## src/rtl/spi_pkt_tx_pkg.sv

```systemverilog
// Purpose : shared types and constants for the SPI packet transmitter.
// Latency : n/a (declarations only).
// Backpressure : n/a.
// Contents: FSM state encoding, default sync byte, rd_valid timeout, divider width.
package spi_pkt_tx_pkg;

  typedef enum logic [2:0] {
    ST_IDLE     = 3'd0,
    ST_CS_SETUP = 3'd1,
    ST_HDR      = 3'd2,
    ST_FETCH    = 3'd3,
    ST_WAIT_VAL = 3'd4,
    ST_SHIFT    = 3'd5,
    ST_CS_HOLD  = 3'd6,
    ST_DRAIN    = 3'd7
  } state_t;

  localparam logic [7:0] HDR_BYTE_DEFAULT = 8'hA5;

  // Cycles (counted from the rd_en cycle) the buffer has to present rd_valid.
  localparam int RD_TIMEOUT = 8;

  // Width of the SCLK half-period divider.
  localparam int DIV_W = 8;

endpackage

```

## src/rtl/spi_bit_shifter.sv

```systemverilog
// Purpose : serialises one DATA_WIDTH word MSB first as an SPI mode-0 master.
// Latency : 2*CLK_DIV*DATA_WIDTH cycles from i_start to the o_done pulse.
// Backpressure : none; i_start is ignored while a word is in flight.
// Ports: clk/rst_n clock and async active-low reset; i_start/i_data load a word;
//        o_sclk/o_mosi SPI lines; o_done one-cycle pulse with the last SCLK fall.
module spi_bit_shifter
  import spi_pkt_tx_pkg::*;
#(
  parameter int DATA_WIDTH = 8,
  parameter int CLK_DIV    = 2
) (
  input  logic                  clk,
  input  logic                  rst_n,
  input  logic                  i_start,
  input  logic [DATA_WIDTH-1:0] i_data,
  output logic                  o_sclk,
  output logic                  o_mosi,
  output logic                  o_done
);

  localparam int BIT_W = $clog2(DATA_WIDTH + 1);
  localparam logic [DIV_W-1:0] DIV_LAST = DIV_W'(CLK_DIV - 1);
  localparam logic [BIT_W-1:0] BIT_LAST = BIT_W'(DATA_WIDTH - 1);

  logic                  r_active;
  logic [DIV_W-1:0]      r_div;
  logic [BIT_W-1:0]      r_bit;
  logic [DATA_WIDTH-1:0] r_shift;
  logic                  r_sclk;
  logic                  r_done;

  always_ff @(posedge clk or negedge rst_n) begin
    if (!rst_n) begin
      r_active <= 1'b0;
      r_div    <= '0;
      r_bit    <= '0;
      r_shift  <= '0;
      r_sclk   <= 1'b0;
      r_done   <= 1'b0;
    end else begin
      r_done <= 1'b0;
      if (i_start && !r_active) begin
        // MOSI presents the MSB immediately; SCLK stays low for CLK_DIV cycles.
        r_active <= 1'b1;
        r_shift  <= i_data;
        r_div    <= '0;
        r_bit    <= '0;
        r_sclk   <= 1'b0;
      end else if (r_active) begin
        if (r_div == DIV_LAST) begin
          r_div  <= '0;
          r_sclk <= ~r_sclk;
          // A falling edge closes a bit: advance MOSI while SCLK is low.
          if (r_sclk) begin
            if (r_bit == BIT_LAST) begin
              r_active <= 1'b0;
              r_done   <= 1'b1;
              r_bit    <= '0;
            end else begin
              r_bit   <= r_bit + BIT_W'(1);
              r_shift <= {r_shift[DATA_WIDTH-2:0], 1'b0};
            end
          end
        end else begin
          r_div <= r_div + DIV_W'(1);
        end
      end
    end
  end

  assign o_sclk = r_sclk;
  assign o_mosi = r_shift[DATA_WIDTH-1];
  assign o_done = r_done;

endmodule

```

## src/rtl/spi_pkt_tx.sv

```systemverilog
// Purpose : sends one packet (sync byte, seq, PACKAGE_SIZE buffer bytes) over SPI per pkt_ready.
// Latency : packet starts 2 cycles after pkt_ready; one byte per buffer read plus 2*CLK_DIV*DATA_WIDTH.
// Backpressure : one request is queued in a pending flag; a further request while pending sets overrun.
// Ports: pkt_ready request pulse; rd_en/rd_data/rd_valid/rd_done package buffer;
//        spi_sclk/spi_cs_n/spi_mosi SPI master; busy, seq, overrun, rd_err status.
module spi_pkt_tx
  import spi_pkt_tx_pkg::*;
#(
  parameter int         DATA_WIDTH   = 8,
  parameter int         PACKAGE_SIZE = 60,
  parameter int         CLK_DIV      = 2,
  parameter logic [7:0] HDR_BYTE     = HDR_BYTE_DEFAULT
) (
  input  logic                  clk,
  input  logic                  rst_n,
  input  logic                  pkt_ready,
  output logic                  rd_en,
  input  logic [DATA_WIDTH-1:0] rd_data,
  input  logic                  rd_valid,
  input  logic                  rd_done,
  output logic                  spi_sclk,
  output logic                  spi_cs_n,
  output logic                  spi_mosi,
  output logic                  busy,
  output logic [7:0]            seq,
  output logic                  overrun,
  output logic                  rd_err
);

  localparam int BYTE_W = $clog2(PACKAGE_SIZE + 1);
  localparam logic [BYTE_W-1:0] BYTE_LAST = BYTE_W'(PACKAGE_SIZE - 1);
  localparam logic [DIV_W-1:0]  HOLD_LAST = DIV_W'(CLK_DIV - 1);
  localparam logic [3:0]        WAIT_LAST = 4'(RD_TIMEOUT - 1);

  state_t                r_state;
  logic                  r_pending;
  logic                  r_rd_en;
  logic                  r_cs_n;
  logic                  r_busy;
  logic                  r_overrun;
  logic                  r_rd_err;
  logic                  r_abort;
  logic                  r_hdr_idx;
  logic                  r_start;
  logic [7:0]            r_seq;
  logic [DIV_W-1:0]      r_hold_cnt;
  logic [BYTE_W-1:0]     r_byte_cnt;
  logic [3:0]            r_wait_cnt;
  logic [DATA_WIDTH-1:0] r_tx_byte;
  logic                  w_done;
  logic                  w_launch;

  assign w_launch = (r_state == ST_IDLE) && r_pending;

  always_ff @(posedge clk or negedge rst_n) begin
    if (!rst_n) begin
      r_state    <= ST_IDLE;
      r_pending  <= 1'b0;
      r_rd_en    <= 1'b0;
      r_cs_n     <= 1'b1;
      r_busy     <= 1'b0;
      r_overrun  <= 1'b0;
      r_rd_err   <= 1'b0;
      r_abort    <= 1'b0;
      r_hdr_idx  <= 1'b0;
      r_start    <= 1'b0;
      r_seq      <= '0;
      r_hold_cnt <= '0;
      r_byte_cnt <= '0;
      r_wait_cnt <= '0;
      r_tx_byte  <= '0;
    end else begin
      r_start <= 1'b0;
      r_rd_en <= 1'b0;

      // A pulse coinciding with launch becomes the next pending request.
      if (pkt_ready) begin
        if (r_pending && !w_launch) begin
          r_overrun <= 1'b1;
        end
        r_pending <= 1'b1;
      end else if (w_launch) begin
        r_pending <= 1'b0;
      end

      case (r_state)
        ST_IDLE: begin
          if (r_pending) begin
            r_cs_n  <= 1'b0;
            r_busy  <= 1'b1;
            r_state <= ST_CS_SETUP;
          end
        end
        ST_CS_SETUP: begin
          r_tx_byte  <= DATA_WIDTH'(HDR_BYTE);
          r_start    <= 1'b1;
          r_hdr_idx  <= 1'b0;
          r_byte_cnt <= '0;
          r_abort    <= 1'b0;
          r_state    <= ST_HDR;
        end
        ST_HDR: begin
          if (w_done) begin
            if (!r_hdr_idx) begin
              r_tx_byte <= DATA_WIDTH'(r_seq);
              r_start   <= 1'b1;
              r_hdr_idx <= 1'b1;
            end else begin
              r_rd_en <= 1'b1;
              r_state <= ST_FETCH;
            end
          end
        end
        ST_FETCH: begin
          // r_wait_cnt counts cycles since the rd_en cycle.
          r_wait_cnt <= 4'd1;
          r_state    <= ST_WAIT_VAL;
        end
        ST_WAIT_VAL: begin
          if (rd_valid) begin
            r_tx_byte <= rd_data;
            r_start   <= 1'b1;
            r_state   <= ST_SHIFT;
          end else if (r_wait_cnt == WAIT_LAST) begin
            // Last chance missed: rd_err is visible RD_TIMEOUT cycles after rd_en.
            r_rd_err   <= 1'b1;
            r_abort    <= 1'b1;
            r_hold_cnt <= '0;
            r_state    <= ST_CS_HOLD;
          end else begin
            r_wait_cnt <= r_wait_cnt + 4'd1;
          end
        end
        ST_SHIFT: begin
          if (w_done) begin
            if (r_byte_cnt == BYTE_LAST) begin
              r_hold_cnt <= '0;
              r_state    <= ST_CS_HOLD;
            end else begin
              r_byte_cnt <= r_byte_cnt + BYTE_W'(1);
              r_rd_en    <= 1'b1;
              r_state    <= ST_FETCH;
            end
          end
        end
        ST_CS_HOLD: begin
          if (r_hold_cnt == HOLD_LAST) begin
            r_cs_n  <= 1'b1;
            r_state <= ST_DRAIN;
          end else begin
            r_hold_cnt <= r_hold_cnt + DIV_W'(1);
          end
        end
        ST_DRAIN: begin
          // Wait for the buffer to rewind; an abandoned packet keeps its seq.
          if (rd_done) begin
            r_busy  <= 1'b0;
            r_state <= ST_IDLE;
            if (!r_abort) begin
              r_seq <= r_seq + 8'd1;
            end
          end
        end
        default: r_state <= ST_IDLE;
      endcase
    end
  end

  spi_bit_shifter #(
    .DATA_WIDTH(DATA_WIDTH),
    .CLK_DIV   (CLK_DIV)
  ) u_shifter (
    .clk    (clk),
    .rst_n  (rst_n),
    .i_start(r_start),
    .i_data (r_tx_byte),
    .o_sclk (spi_sclk),
    .o_mosi (spi_mosi),
    .o_done (w_done)
  );

  assign rd_en    = r_rd_en;
  assign spi_cs_n = r_cs_n;
  assign busy     = r_busy;
  assign seq      = r_seq;
  assign overrun  = r_overrun;
  assign rd_err   = r_rd_err;

endmodule

```

## config.mk

```make
export PLATFORM = sky130hd
export DESIGN_NAME = spi_pkt_tx
export DESIGN_NICKNAME = d
export VERILOG_FILES = /design/src/rtl/spi_pkt_tx_pkg.sv /design/src/rtl/spi_bit_shifter.sv /design/src/rtl/spi_pkt_tx.sv
export SDC_FILE = /design/constraint.sdc
export NUM_CORES = 1
export LEC_CHECK = 0
export BUFFER_PORTS_ARGS = -buffer_cell sky130_fd_sc_hd__buf_2
export CAP_MARGIN = 10
export CORE_UTILIZATION = 64
export DETAILED_ROUTE_END_ITERATION = 8
export GPL_TIMING_DRIVEN = 1
export HOLD_SLACK_MARGIN = 0.08
export PLACE_DENSITY = 0.86
export SETUP_SLACK_MARGIN = 0.5
export SYNTH_ARGS = -nofsm -noshare
export SYNTH_HDL_FRONTEND = slang
export SYNTH_SLANG_ARGS = --single-unit
```

## constraint.sdc

```tcl
create_clock -name clk -period 2.65 [get_ports clk]
set_input_delay 0.53 -clock clk [delete_from_list [all_inputs] [get_ports clk]]
set_output_delay 0.53 -clock clk [all_outputs]
set_load 0.005 [all_outputs]
```

==> results by group <==
Synth
  – Asr flop ratio synth: 100%
  – Post-synth cell types: 56
  – Yosys reg bits: 69
  – Ys flop type: dfrtp_1
  – Post-synth EDFFs: 0
  – Mapped Nets: around 380
  – Syn Inst Count: 362
  – Sequential area share after synthesis: about half
  – Warnings, synthesis: 0
  – Synthesized area per cell: just under 10 um^2
  – Mapped Area: 3530 um^2

Pwr
  – Clock power share: between 40% and 50%
  – Share of power burned in combinational logic: ~1.7%
  – Cell Int Power: around 1.7 mW
  – Sw Share: 19.7%
  – P_sw: 0.427 mW
  – Pwr/cell area: 546 nW/um^2
  – Worst vdd ir: about 0.38 mV
  – Static leakage: 1.86 nW
  – Sequential power share: 48.5%

Setup path
  – Setup crit end kind: flop
  – CP startpoint kind: flop
  – Slowest Stage Delay on Critical Path: 0.73 ns
  – Crit-path cells: nand2_1, nor3_2, mux2_2
  – Worst Setup SP: r_state[1]$_DFFE_PN0P_
  – Worst r2r path cells: 3
  – CP max FO: 24
  – Worst reg2reg startpoint: r_state[1]$_DFFE_PN0P_
  – Buffer and inverter count on the worst path: 0
  – Critical path's slowest cell: dfrtp_1
  – Critical path class: flop to flop
  – Cell family with most CP delay: simple AND/OR/NAND/NOR gates
  – Reg2Reg Capture Point: seq[1]$_DFFE_PN0P_
  – Worst EP required: between 2 and 3 ns
  – Critical Path AT: about 2.2 ns
  – Reg2Reg Setup Slack: roughly 0.66 ns

STA
  – RSZ-0062 raised after global routing: no
  – Final Hold Fails: 0
  – Fmax: 503 MHz
  – # setup viols final: 0
  – Final number of max-transition violations: 0
  – Slew headroom: between 40 and 50%
  – Crit path time final: around 2 ns
  – Final period util: 75.0%
  – Worst clock skew: 0.0103 ns
  – Setup Total Neg Slack: 0 ns
  – Tightest Pin Transition: ~0.75 ns

CTS
  – CTS Root Cell: clkbuf_8
  – Total CTS buffers: 9
  – Clk sink count: approximately 70
  – CTS H-Tree Depth: 3
  – Reg clk slew, reported paths: around 0.08 ns
  – Cts repair resizes: 0
  – Clock Latency Late Sink: approximately 0.34 ns
  – CTS max path bufs: 2
  – # Post-CTS Setup Buffers: 0
  – Post-CTS Hold Fix Bufs: 0
  – CTS tree: built

Die
  – IO Pins: 28
  – Die area: between 5000 and 6000 um^2
  – Die Span X: between 70 and 80 um
  – Row Count: 26
  – Core area: ~5200 um^2
  – Die Span Y: 76.3 um
  – Initial core utilization: between 60 and 70%

Global route
  – First-pass GRT wire length: between 10000 and 15000 um
  – Largest net degree at the start of global routing: 35
  – Initial antenna violation count: 0
  – Total Routing Usage GR: ~28%
  – Grt ovf: 0
  – Vias in the first global route: between 2k and 3k

Run status
  – Status: completed

Cells and area
  – # fillers: around 350
  – Diodes inserted: 0
  – Most common cell after layout, fill and taps aside: dfrtp_1
  – Post-route cell area: ~4000 um^2
  – Final net count: just over 400
  – Area Overhead vs Synth: 12.6%
  – Post-Layout Cell Count: between 400 and 500
  – Most frequent cells in the layout: dfrtp_1 (67), nand2_1 (42), nor2_1 (28), buf_2 (27), a21oi_1 (21)
  – Layout cell share with drive strength beyond 1: around 15%

Placement
  – IO Port Bufs: 27
  – Placed Area: roughly 3700 um^2
  – Placed insts: ~450
  – Gp weighted congestion: 0.885
  – Post-detail-place hpwl: slightly above 5000 um

Drt
  – Via count: approximately 2.8k
  – Drt first pass iters: 4
  – DRC: 0
  – 1st-iter DRT viols: 186
  – DRT antenna net count: 0
  – Vias/cell: slightly above 6
  – Routed Wire Length: about 7400 um
  – Routed length per placed instance: 16.1 um

Min path
  – HP Class: primary input to asynchronous set/reset pin

Run
  – MaxCap Viol Count: 0
==> metrics by stage <==
stage | setup slack (ns) | util, % | power [mW] | hold slack (ns)
after floorplan | 1.00 | - | 1.08 | 0.234
after global placement | 0.739 | 71.2 | 1.11 | 0.434
after detailed placement | 0.610 | 71.2 | 1.11 | 0.440
after CTS | 0.574 | 76.2 | 2.18 | 0.270
after global routing | 0.527 | 76.3 | 2.22 | 0.318
final | 0.662 | 76.3 | 2.17 | 0.257
==> cells by family after synthesis <==
kind of cell    Yosys count  share of synthesized area, %
simple gates            137                          20.9
compound gates           88                          15.4
flops                    69                          49.0
xor+xnor                 14                          3.47
fa+ha+maj                 8                          2.84
mux                      18                          5.18
buf+inv                  28                          3.30
==> power groups by stage <==
stage / logic (mW) / clock network (mW) / registers [mW]
after floorplan: 0.00282 / 0 / 1.07
after global placement: 0.0375 / 0 / 1.07
after detailed placement: 0.0379 / 0 / 1.07
after CTS: 0.0381 / 1.08 / 1.05
after global routing: 0.0430 / 1.12 / 1.05
final: 0.0368 / 1.08 / 1.05
==> area by class of cell <==
cell class                      count  area, um^2  share of cell area (%)
Sequential cell                    69        1730                    43.5
Multi-Input combinational cell    265        1690                    42.6
Timing Repair Buffer               31         165                    4.16
Clock buffer                       11         151                    3.81
Clock inverter                      5         106                    2.68
Tap cell                           70        87.6                    2.20
Inverter                           11        41.3                    1.04
==> flip-flops by register name, summed over array words and instances (netlist names) <==
name,flops
r_state,3
r_tx_byte,8
u_shifter.r_shift,8
r_abort,1
r_start,1
r_hdr_idx,1
spi_cs_n,1
seq,8
rd_en,1
r_byte_cnt,6
r_wait_cnt,4
u_shifter.o_sclk,1
u_shifter.r_div,8
r_hold_cnt,8
r_pending,1
overrun,1
rd_err,1
u_shifter.r_active,1
busy,1
u_shifter.o_done,1
u_shifter.r_bit,4
==> layer usage <==
layer | share of wire (%) | track usage (%) | vias to the layer above
met3 | 4.1 | 5.03 | 16
met4 | 1.8 | 11.2 | 0
met5 | 0 | 0 | -
met2 | 51 | 47.2 | 85
met1 | 43 | 35.6 | 1379
li1 | - | - | 1355
==> Yosys cell counts, drive strengths merged, types with 9 or more instances <==
cell,instances,area (um^2)
a21oi,21,105
a22oi,9,67.6
a31oi,10,62.6
buf,10,48.8
dfrtp,68,1700
inv,11,41.3
mux2i,16,160
nand2,42,158
nand3,13,70.1
nor2,28,105
nor3,9,55.1
o21ai,27,135
xnor2,10,87.6
==> how the worst max path moves through the flow <==
stage | endpoint | slack (ns) | cells past startpoint
detailed placement | u_shifter.r_shift[0]$_DFFE_PN0P_ | 0.61 | 5
global placement | u_shifter.r_shift[7]$_DFFE_PN0P_ | 0.74 | 4
floorplan | r_state[0]$_DFFE_PN0P_ | 1.00 | 6
finish | seq[1]$_DFFE_PN0P_ | 0.66 | 3
global route | r_state[0]$_DFFE_PN0P_ | 0.53 | 6
CTS | u_shifter.r_shift[0]$_DFFE_PN0P_ | 0.57 | 5
Power figures use the tool's default switching activity.
